**src/rtl/mul_seq_pkg.sv**
```systemverilog
// Shared definitions for the sequential 16x16 multiplier: FSM encoding and iteration count.
// Latency: n/a (constants and types only).
// Backpressure: n/a.
package mul_seq_pkg;

  // Datapath width, fixed by the shared adder.
  localparam int WIDTH = 16;

  // One shift-add iteration per multiplier bit.
  localparam int ITERS = 16;

  // Iteration counter width and terminal value.
  localparam int          CNT_W    = 4;
  localparam logic [3:0]  CNT_LAST = 4'(ITERS - 1);

  // FSM encoding (3-bit).
  typedef enum logic [2:0] {
    IDLE   = 3'd0,
    NEG_A  = 3'd1,
    NEG_B  = 3'd2,
    ITER   = 3'd3,
    FIX_LO = 3'd4,
    FIX_HI = 3'd5,
    DONE   = 3'd6
  } state_t;

  // Product sign for a signed request: negative only when operand signs differ.
  function automatic logic result_negative(input logic is_signed,
                                           input logic [15:0] op_a,
                                           input logic [15:0] op_b);
    return is_signed & (op_a[15] ^ op_b[15]);
  endfunction

endpackage

```
**src/rtl/mul_seq_cla.sv**
```systemverilog
// 16-bit carry-lookahead adder: four 4-bit groups with a lookahead carry unit across groups.
// Latency: combinational.
// Backpressure: none.
module cla (
  input  logic [15:0] a,
  input  logic [15:0] b,
  input  logic        cin,
  input  logic        si,
  output logic [15:0] out,
  output logic        ofl
);

  logic [15:0] g;
  logic [15:0] p;
  logic [16:0] c;
  logic [3:0]  gg;
  logic [3:0]  gp;
  logic [4:0]  gc;

  // Bit generate/propagate, group lookahead, then carries within each group.
  always_comb begin
    g = a & b;
    p = a ^ b;

    for (int k = 0; k < 4; k++) begin
      gg[k] = g[4*k+3]
            | (p[4*k+3] & g[4*k+2])
            | (p[4*k+3] & p[4*k+2] & g[4*k+1])
            | (p[4*k+3] & p[4*k+2] & p[4*k+1] & g[4*k]);
      gp[k] = &p[4*k +: 4];
    end

    gc[0] = cin;
    gc[1] = gg[0] | (gp[0] & gc[0]);
    gc[2] = gg[1] | (gp[1] & gg[0]) | (gp[1] & gp[0] & gc[0]);
    gc[3] = gg[2] | (gp[2] & gg[1]) | (gp[2] & gp[1] & gg[0])
          | (gp[2] & gp[1] & gp[0] & gc[0]);
    gc[4] = gg[3] | (gp[3] & gg[2]) | (gp[3] & gp[2] & gg[1])
          | (gp[3] & gp[2] & gp[1] & gg[0])
          | (gp[3] & gp[2] & gp[1] & gp[0] & gc[0]);

    c = '0;
    for (int k = 0; k < 4; k++) begin
      c[4*k] = gc[k];
      for (int j = 0; j < 3; j++) begin
        c[4*k+j+1] = g[4*k+j] | (p[4*k+j] & c[4*k+j]);
      end
    end
    c[16] = gc[4];

    out = p ^ c[15:0];
    // si selects signed overflow; otherwise report the raw carry-out.
    ofl = si ? (c[16] ^ c[15]) : c[16];
  end

endmodule

```
**src/rtl/mul_seq.sv**
```systemverilog
// Sequential 16x16->32 multiplier (signed/unsigned) sharing one 16-bit CLA for negation and shift-add.
// Latency: 17 cycles unsigned, 19 signed with non-negative result, 21 signed with negative result.
// Backpressure: start is accepted only in IDLE; requests while busy or in DONE are dropped.
module mul_seq
  import mul_seq_pkg::*;
(
  input  logic        clk,
  input  logic        rst,
  input  logic        start,
  input  logic        signed_op,
  input  logic [15:0] a,
  input  logic [15:0] b,
  output logic        busy,
  output logic        done,
  output logic [31:0] product
);

  state_t state;
  state_t state_nxt;

  logic [15:0]      acc_hi;
  logic [15:0]      acc_hi_nxt;
  logic [15:0]      mq;
  logic [15:0]      mq_nxt;
  logic [15:0]      mcand;
  logic [15:0]      mcand_nxt;
  logic [CNT_W-1:0] cnt;
  logic [CNT_W-1:0] cnt_nxt;
  logic             neg_res;
  logic             neg_res_nxt;
  logic             c_fix;
  logic             c_fix_nxt;

  logic [15:0] add_a;
  logic [15:0] add_b;
  logic        add_cin;
  logic [15:0] add_out;
  logic        add_ofl;

  // The single shared adder; si tied low so ofl is the unsigned carry-out.
  cla u_cla (
    .a   (add_a),
    .b   (add_b),
    .cin (add_cin),
    .si  (1'b0),
    .out (add_out),
    .ofl (add_ofl)
  );

  // Route adder operands according to the current phase.
  always_comb begin
    add_a   = '0;
    add_b   = '0;
    add_cin = 1'b0;
    case (state)
      NEG_A: begin
        add_a   = ~mcand;
        add_cin = 1'b1;
      end
      NEG_B: begin
        add_a   = ~mq;
        add_cin = 1'b1;
      end
      ITER: begin
        add_a = acc_hi;
        add_b = mcand;
      end
      FIX_LO: begin
        add_a   = ~mq;
        add_cin = 1'b1;
      end
      FIX_HI: begin
        add_a   = ~acc_hi;
        add_cin = c_fix;
      end
      default: ;
    endcase
  end

  // Next-state and datapath register updates; everything holds unless the phase changes it.
  always_comb begin
    state_nxt   = state;
    acc_hi_nxt  = acc_hi;
    mq_nxt      = mq;
    mcand_nxt   = mcand;
    cnt_nxt     = cnt;
    neg_res_nxt = neg_res;
    c_fix_nxt   = c_fix;

    case (state)
      IDLE: begin
        if (start) begin
          mcand_nxt   = a;
          mq_nxt      = b;
          acc_hi_nxt  = '0;
          cnt_nxt     = '0;
          neg_res_nxt = result_negative(signed_op, a, b);
          state_nxt   = signed_op ? NEG_A : ITER;
        end
      end
      NEG_A: begin
        // Only negative operands are replaced by their magnitude.
        if (mcand[15]) mcand_nxt = add_out;
        state_nxt = NEG_B;
      end
      NEG_B: begin
        if (mq[15]) mq_nxt = add_out;
        state_nxt = ITER;
      end
      ITER: begin
        // Carry-out of the partial sum shifts into the top of acc_hi.
        if (mq[0]) begin
          acc_hi_nxt = {add_ofl, add_out[15:1]};
          mq_nxt     = {add_out[0], mq[15:1]};
        end else begin
          acc_hi_nxt = {1'b0, acc_hi[15:1]};
          mq_nxt     = {acc_hi[0], mq[15:1]};
        end
        cnt_nxt = cnt + 1'b1;
        if (cnt == CNT_LAST) begin
          state_nxt = neg_res ? FIX_LO : DONE;
        end
      end
      FIX_LO: begin
        mq_nxt    = add_out;
        c_fix_nxt = add_ofl;
        state_nxt = FIX_HI;
      end
      FIX_HI: begin
        acc_hi_nxt = add_out;
        state_nxt  = DONE;
      end
      DONE: begin
        state_nxt = IDLE;
      end
      default: begin
        state_nxt = IDLE;
      end
    endcase
  end

  // State and datapath registers; product captures the final value on entry to DONE.
  always_ff @(posedge clk) begin
    if (rst) begin
      state   <= IDLE;
      acc_hi  <= '0;
      mq      <= '0;
      mcand   <= '0;
      cnt     <= '0;
      neg_res <= 1'b0;
      c_fix   <= 1'b0;
      product <= '0;
    end else begin
      state   <= state_nxt;
      acc_hi  <= acc_hi_nxt;
      mq      <= mq_nxt;
      mcand   <= mcand_nxt;
      cnt     <= cnt_nxt;
      neg_res <= neg_res_nxt;
      c_fix   <= c_fix_nxt;
      if ((state_nxt == DONE) && (state != DONE)) begin
        product <= {acc_hi_nxt, mq_nxt};
      end
    end
  end

  // Status decode straight from state.
  always_comb begin
    busy = (state != IDLE) && (state != DONE);
    done = (state == DONE);
  end

endmodule

```
**config.mk**
```make
export PLATFORM = sky130hd
export DESIGN_NAME = mul_seq
export DESIGN_NICKNAME = d
export VERILOG_FILES = /design/src/rtl/mul_seq_pkg.sv /design/src/rtl/mul_seq_cla.sv /design/src/rtl/mul_seq.sv
export SDC_FILE = /design/constraint.sdc
export NUM_CORES = 1
export LEC_CHECK = 0
export ABC_AREA = 1
export BUFFER_PORTS_ARGS = -buffer_cell sky130_fd_sc_hd__buf_2
export CAP_MARGIN = 20
export CORE_MARGIN = 2
export CORE_UTILIZATION = 58
export DETAILED_ROUTE_END_ITERATION = 16
export GPL_ROUTABILITY_DRIVEN = 0
export PLACE_DENSITY = 0.78
export RECOVER_POWER = 50
export SLEW_MARGIN = 40
export SYNTH_ARGS = -nofsm -noshare
export SYNTH_HDL_FRONTEND = slang
export SYNTH_SLANG_ARGS = --single-unit
```
**constraint.sdc**
```tcl
create_clock -name clk -period 5.5 [get_ports clk]
set_input_delay 1.375 -clock clk [delete_from_list [all_inputs] [get_ports clk]]
set_output_delay 1.375 -clock clk [all_outputs]
set_load 0.02 [all_outputs]
```
==> results.md <==
* Outcome: finished with violations
* Failing checks: capacitance limit, slew limit
* Reg power frac at 39.5%
* Vias in the first global route at 5339
* Post-CTS Setup Repair Bufs at 0
* Final ANT Viol Nets at 0
* Synth warn at 0
* Final Hold Vio Count at 0
* Layout area overhead at 8.75%
* Total global-route track usage at 31.6%
* N_diodes at 0
* Gr ovfl total at 0
* Critical path's largest stage delay at 1.67 ns
* Seq/Total Area, Yosys at 33.4%
* Clk sinks at 89
* Internal power at 1.13 mW
* Worst Setup End Kind: flop
* Initial drt markers at 426
* Share of cells above drive strength 1 at 9.09%
* Switching part of the total at 38.4%
* Core area at 0.00881 sq mm
* Max Clock Skew at 0.0133 ns
* Commonest cells after routing, fill and taps aside: nand2_1 (215), nor2_1 (113), inv_1 (90)
* Min Tclk post-route at 5.01 ns
* # IOs at 70
* Residual DRC count at 0
* Synth Register Bits at 89
* Vias/cell at 5.85
* CP Launch Type: primary input
* Setup TNS at 0 ns
* Synthesized cell area at 0.00534 sq mm
* Top delay family on crit path: simple AND/OR/NAND/NOR gates
* Routed WL at 15400 microns
* Number of synthesized flops with an enable pin at 0
* Avg Cell Area, Syn at 6.72 sq um
* WP depth at 10
* Nets@finish at 907
* Resize count post-CTS at 0
* Row cnt at 34
* Met3 usage at 5.43%
* Fillers at 817
* Combinational share of power at 32.6%
* Most common cell after layout, fill and taps aside: nand2_1
* Pwr dens at 315 mW/mm^2
* Worst path bufs/invs at 4
* Path depth of the worst reg2reg path at 23
* Crit path kind: in -> reg
* CTS Hold Buffers Added at 0
* Htree depth at 3
* CP max-delay cell: nor2_1
* Largest cells by area after synthesis: dfxtp_1 (33%), nand2_1 (15%), nor2_1 (8.0%), inv_1 (6.2%), a21oi_1 (5.1%)
* Psw at 0.702 mW
* Die span in y at 99.9 microns
* Critical Path AT at 5.15 ns
* Distinct cell type count after synthesis at 36
* Clk_lat worst skew at 0.38 ns
* DR vias at 5585
* Worst-path fanout max at 45
* Max-Cap Viols at 2
* Req. time, crit path at 5.64 ns
* Met1 Resource Use GR at 38.7%
* Area fraction of the dominant cell type after synthesis at 33.4%
* CTS buffer count at 9
* CTS tree: done
* Final std cells w/o fill at 955
* Hold Path Depth at 2
* Final Slew Violations at 85
* Fmax at 200 MHz
* Synth Flop Type: dfxtp_1
* Longest Clk Path Bufs at 2
* Detailed Routing Iterations Pass 1 at 5
* Clock share of power at 27.9%
* Port Buffers at 69
* Die Span X at 99.9 microns
* Worst Hold Class: reg -> reg
* Crit path cell chain: buf_2 -> inv_1 -> nor2_1 -> inv_1 -> nand3_1 -> nor2_2 -> nand2_1 -> inv_4 -> nand2_1 -> a21oi_1
* GRT Max-Usage Layer: met2
* Worst IR Drop VDD at 0.220 mV
* M2 GR Usage at 53.2%
* Mapped Cells at 794
* Die area at 0.00998 sq mm
* Worst-margin pin slew at 2.56 ns
* Reg clk slew, reported paths at 0.09 ns
* Final setup violation count at 0
* First-pass GRT wire length at 25100 microns
* Period utilization at 91.0%
* WL/cell at 16.2 microns
* Relative slew slack at -70.7%
* Dpl hpwl at 11000 microns
* Largest area contributor in the netlist: dfxtp_1
* Initial Utilization at 60.6%
* Initial antenna violation count at 0
* Leak at 2.60 nW
* Cell count after placement at 939
* Async SR Flop Fraction at 0%
* Clock root buffer: clkbuf_8
* Largest net degree at the start of global routing at 52
* RSZ-0062 raised after global routing: false
* Syn nets at 859
==> registers in the layout, indices dropped and copies added, names as in the netlist <==
register  count
state         3
mcand        16
product      32
c_fix         1
neg_res       1
acc_hi       16
mq           16
cnt           4
==> kinds of logic after synthesis <==
kind of cell | synth area share, %
AO/OA/AOI/OAI | 16.6
XOR/XNOR | 0.657
adder cells (fa/ha/maj) | 8.49
buffers and inverters | 11.0
flip-flops | 33.4
AND/OR/NAND/NOR | 29.9
==> cell type report <==
| cell class | instances | area, sq um | share of cell area, % |
|---|---|---|---|
| multi-input cells | 569 | 2950 | 50.9 |
| flip-flops and latches | 89 | 1780 | 30.7 |
| inverters | 98 | 370 | 6.38 |
| repair buffers | 75 | 344 | 5.93 |
| well taps | 108 | 135 | 2.33 |
| clock buffers | 10 | 128 | 2.20 |
| clock inverters | 6 | 90.1 | 1.55 |
==> worst paths after layout <==
path | slack (ns) | startpoint | to
worst max-delay path | 0.49 | start | product[22]
worst min-delay path | 0.47 | neg_res | neg_res
worst max register to register | 0.60 | state[0] | product[30]
worst min register to register | 0.47 | neg_res | neg_res
==> layer usage <==
metal	vias to the layer above	routed length (microns)	share of wire, %
li1	2652	-	-
met1	2598	6160	40
met2	270	7510	49
met3	65	1110	7.2
met4	0	652	4.2
met5	-	0	0
==> power groups by stage <==
stage	Sequential [mW]	Combinational, mW	Clock, mW
CTS	0.721	0.588	0.514
finish	0.723	0.596	0.510
global route	0.727	0.661	0.542
detailed placement	0.736	0.582	0
global placement	0.735	0.568	0
floorplan	0.721	0.430	0
==> per-stage QoR <==
stage / cell area, sq um / hold WS, ns / power, mW / util, % / setup WS (ns)
2_1_floorplan: 5340 / 0.437 / 1.15 / - / 1.09
3_3_place_gp: 5650 / 0.452 / 1.30 / 64.1 / 0.804
3_5_place_dp: 5650 / 0.453 / 1.32 / 64.1 / 0.699
4_1_cts: 5870 / 0.468 / 1.82 / 66.6 / 0.673
5_1_grt: 5800 / 0.483 / 1.93 / 65.9 / 0.0849
6_report: 5800 / 0.468 / 1.83 / 65.9 / 0.495
==> synthesized netlist by cell type (3+ instances only) <==
| master | instances |
|---|---|
| buf_2 | 10 |
| ha_1 | 17 |
| a211oi_1 | 5 |
| o211ai_1 | 4 |
| and2_1 | 7 |
| nor2_1 | 113 |
| a31oi_1 | 17 |
| dfxtp_1 | 89 |
| inv_2 | 9 |
| a21oi_1 | 54 |
| nor3_1 | 5 |
| o22ai_1 | 6 |
| o221ai_1 | 12 |
| nand4_1 | 3 |
| fa_1 | 12 |
| nand2_1 | 213 |
| buf_4 | 4 |
| buf_1 | 4 |
| a22oi_1 | 12 |
| buf_6 | 6 |
| nand3_1 | 28 |
| clkbuf_1 | 14 |
| inv_1 | 88 |
| nor2_4 | 4 |
| o21ai_0 | 34 |
| nand2_2 | 5 |
| xor2_1 | 3 |
| o21a_1 | 3 |
==> worst min-delay path, stage by stage, from the launching register on <==
cell	delay, ns
dfxtp_1	0.31
inv_1	0.06
a211oi_1	0.06
No activity file was read; power rests on OpenSTA's default activity.
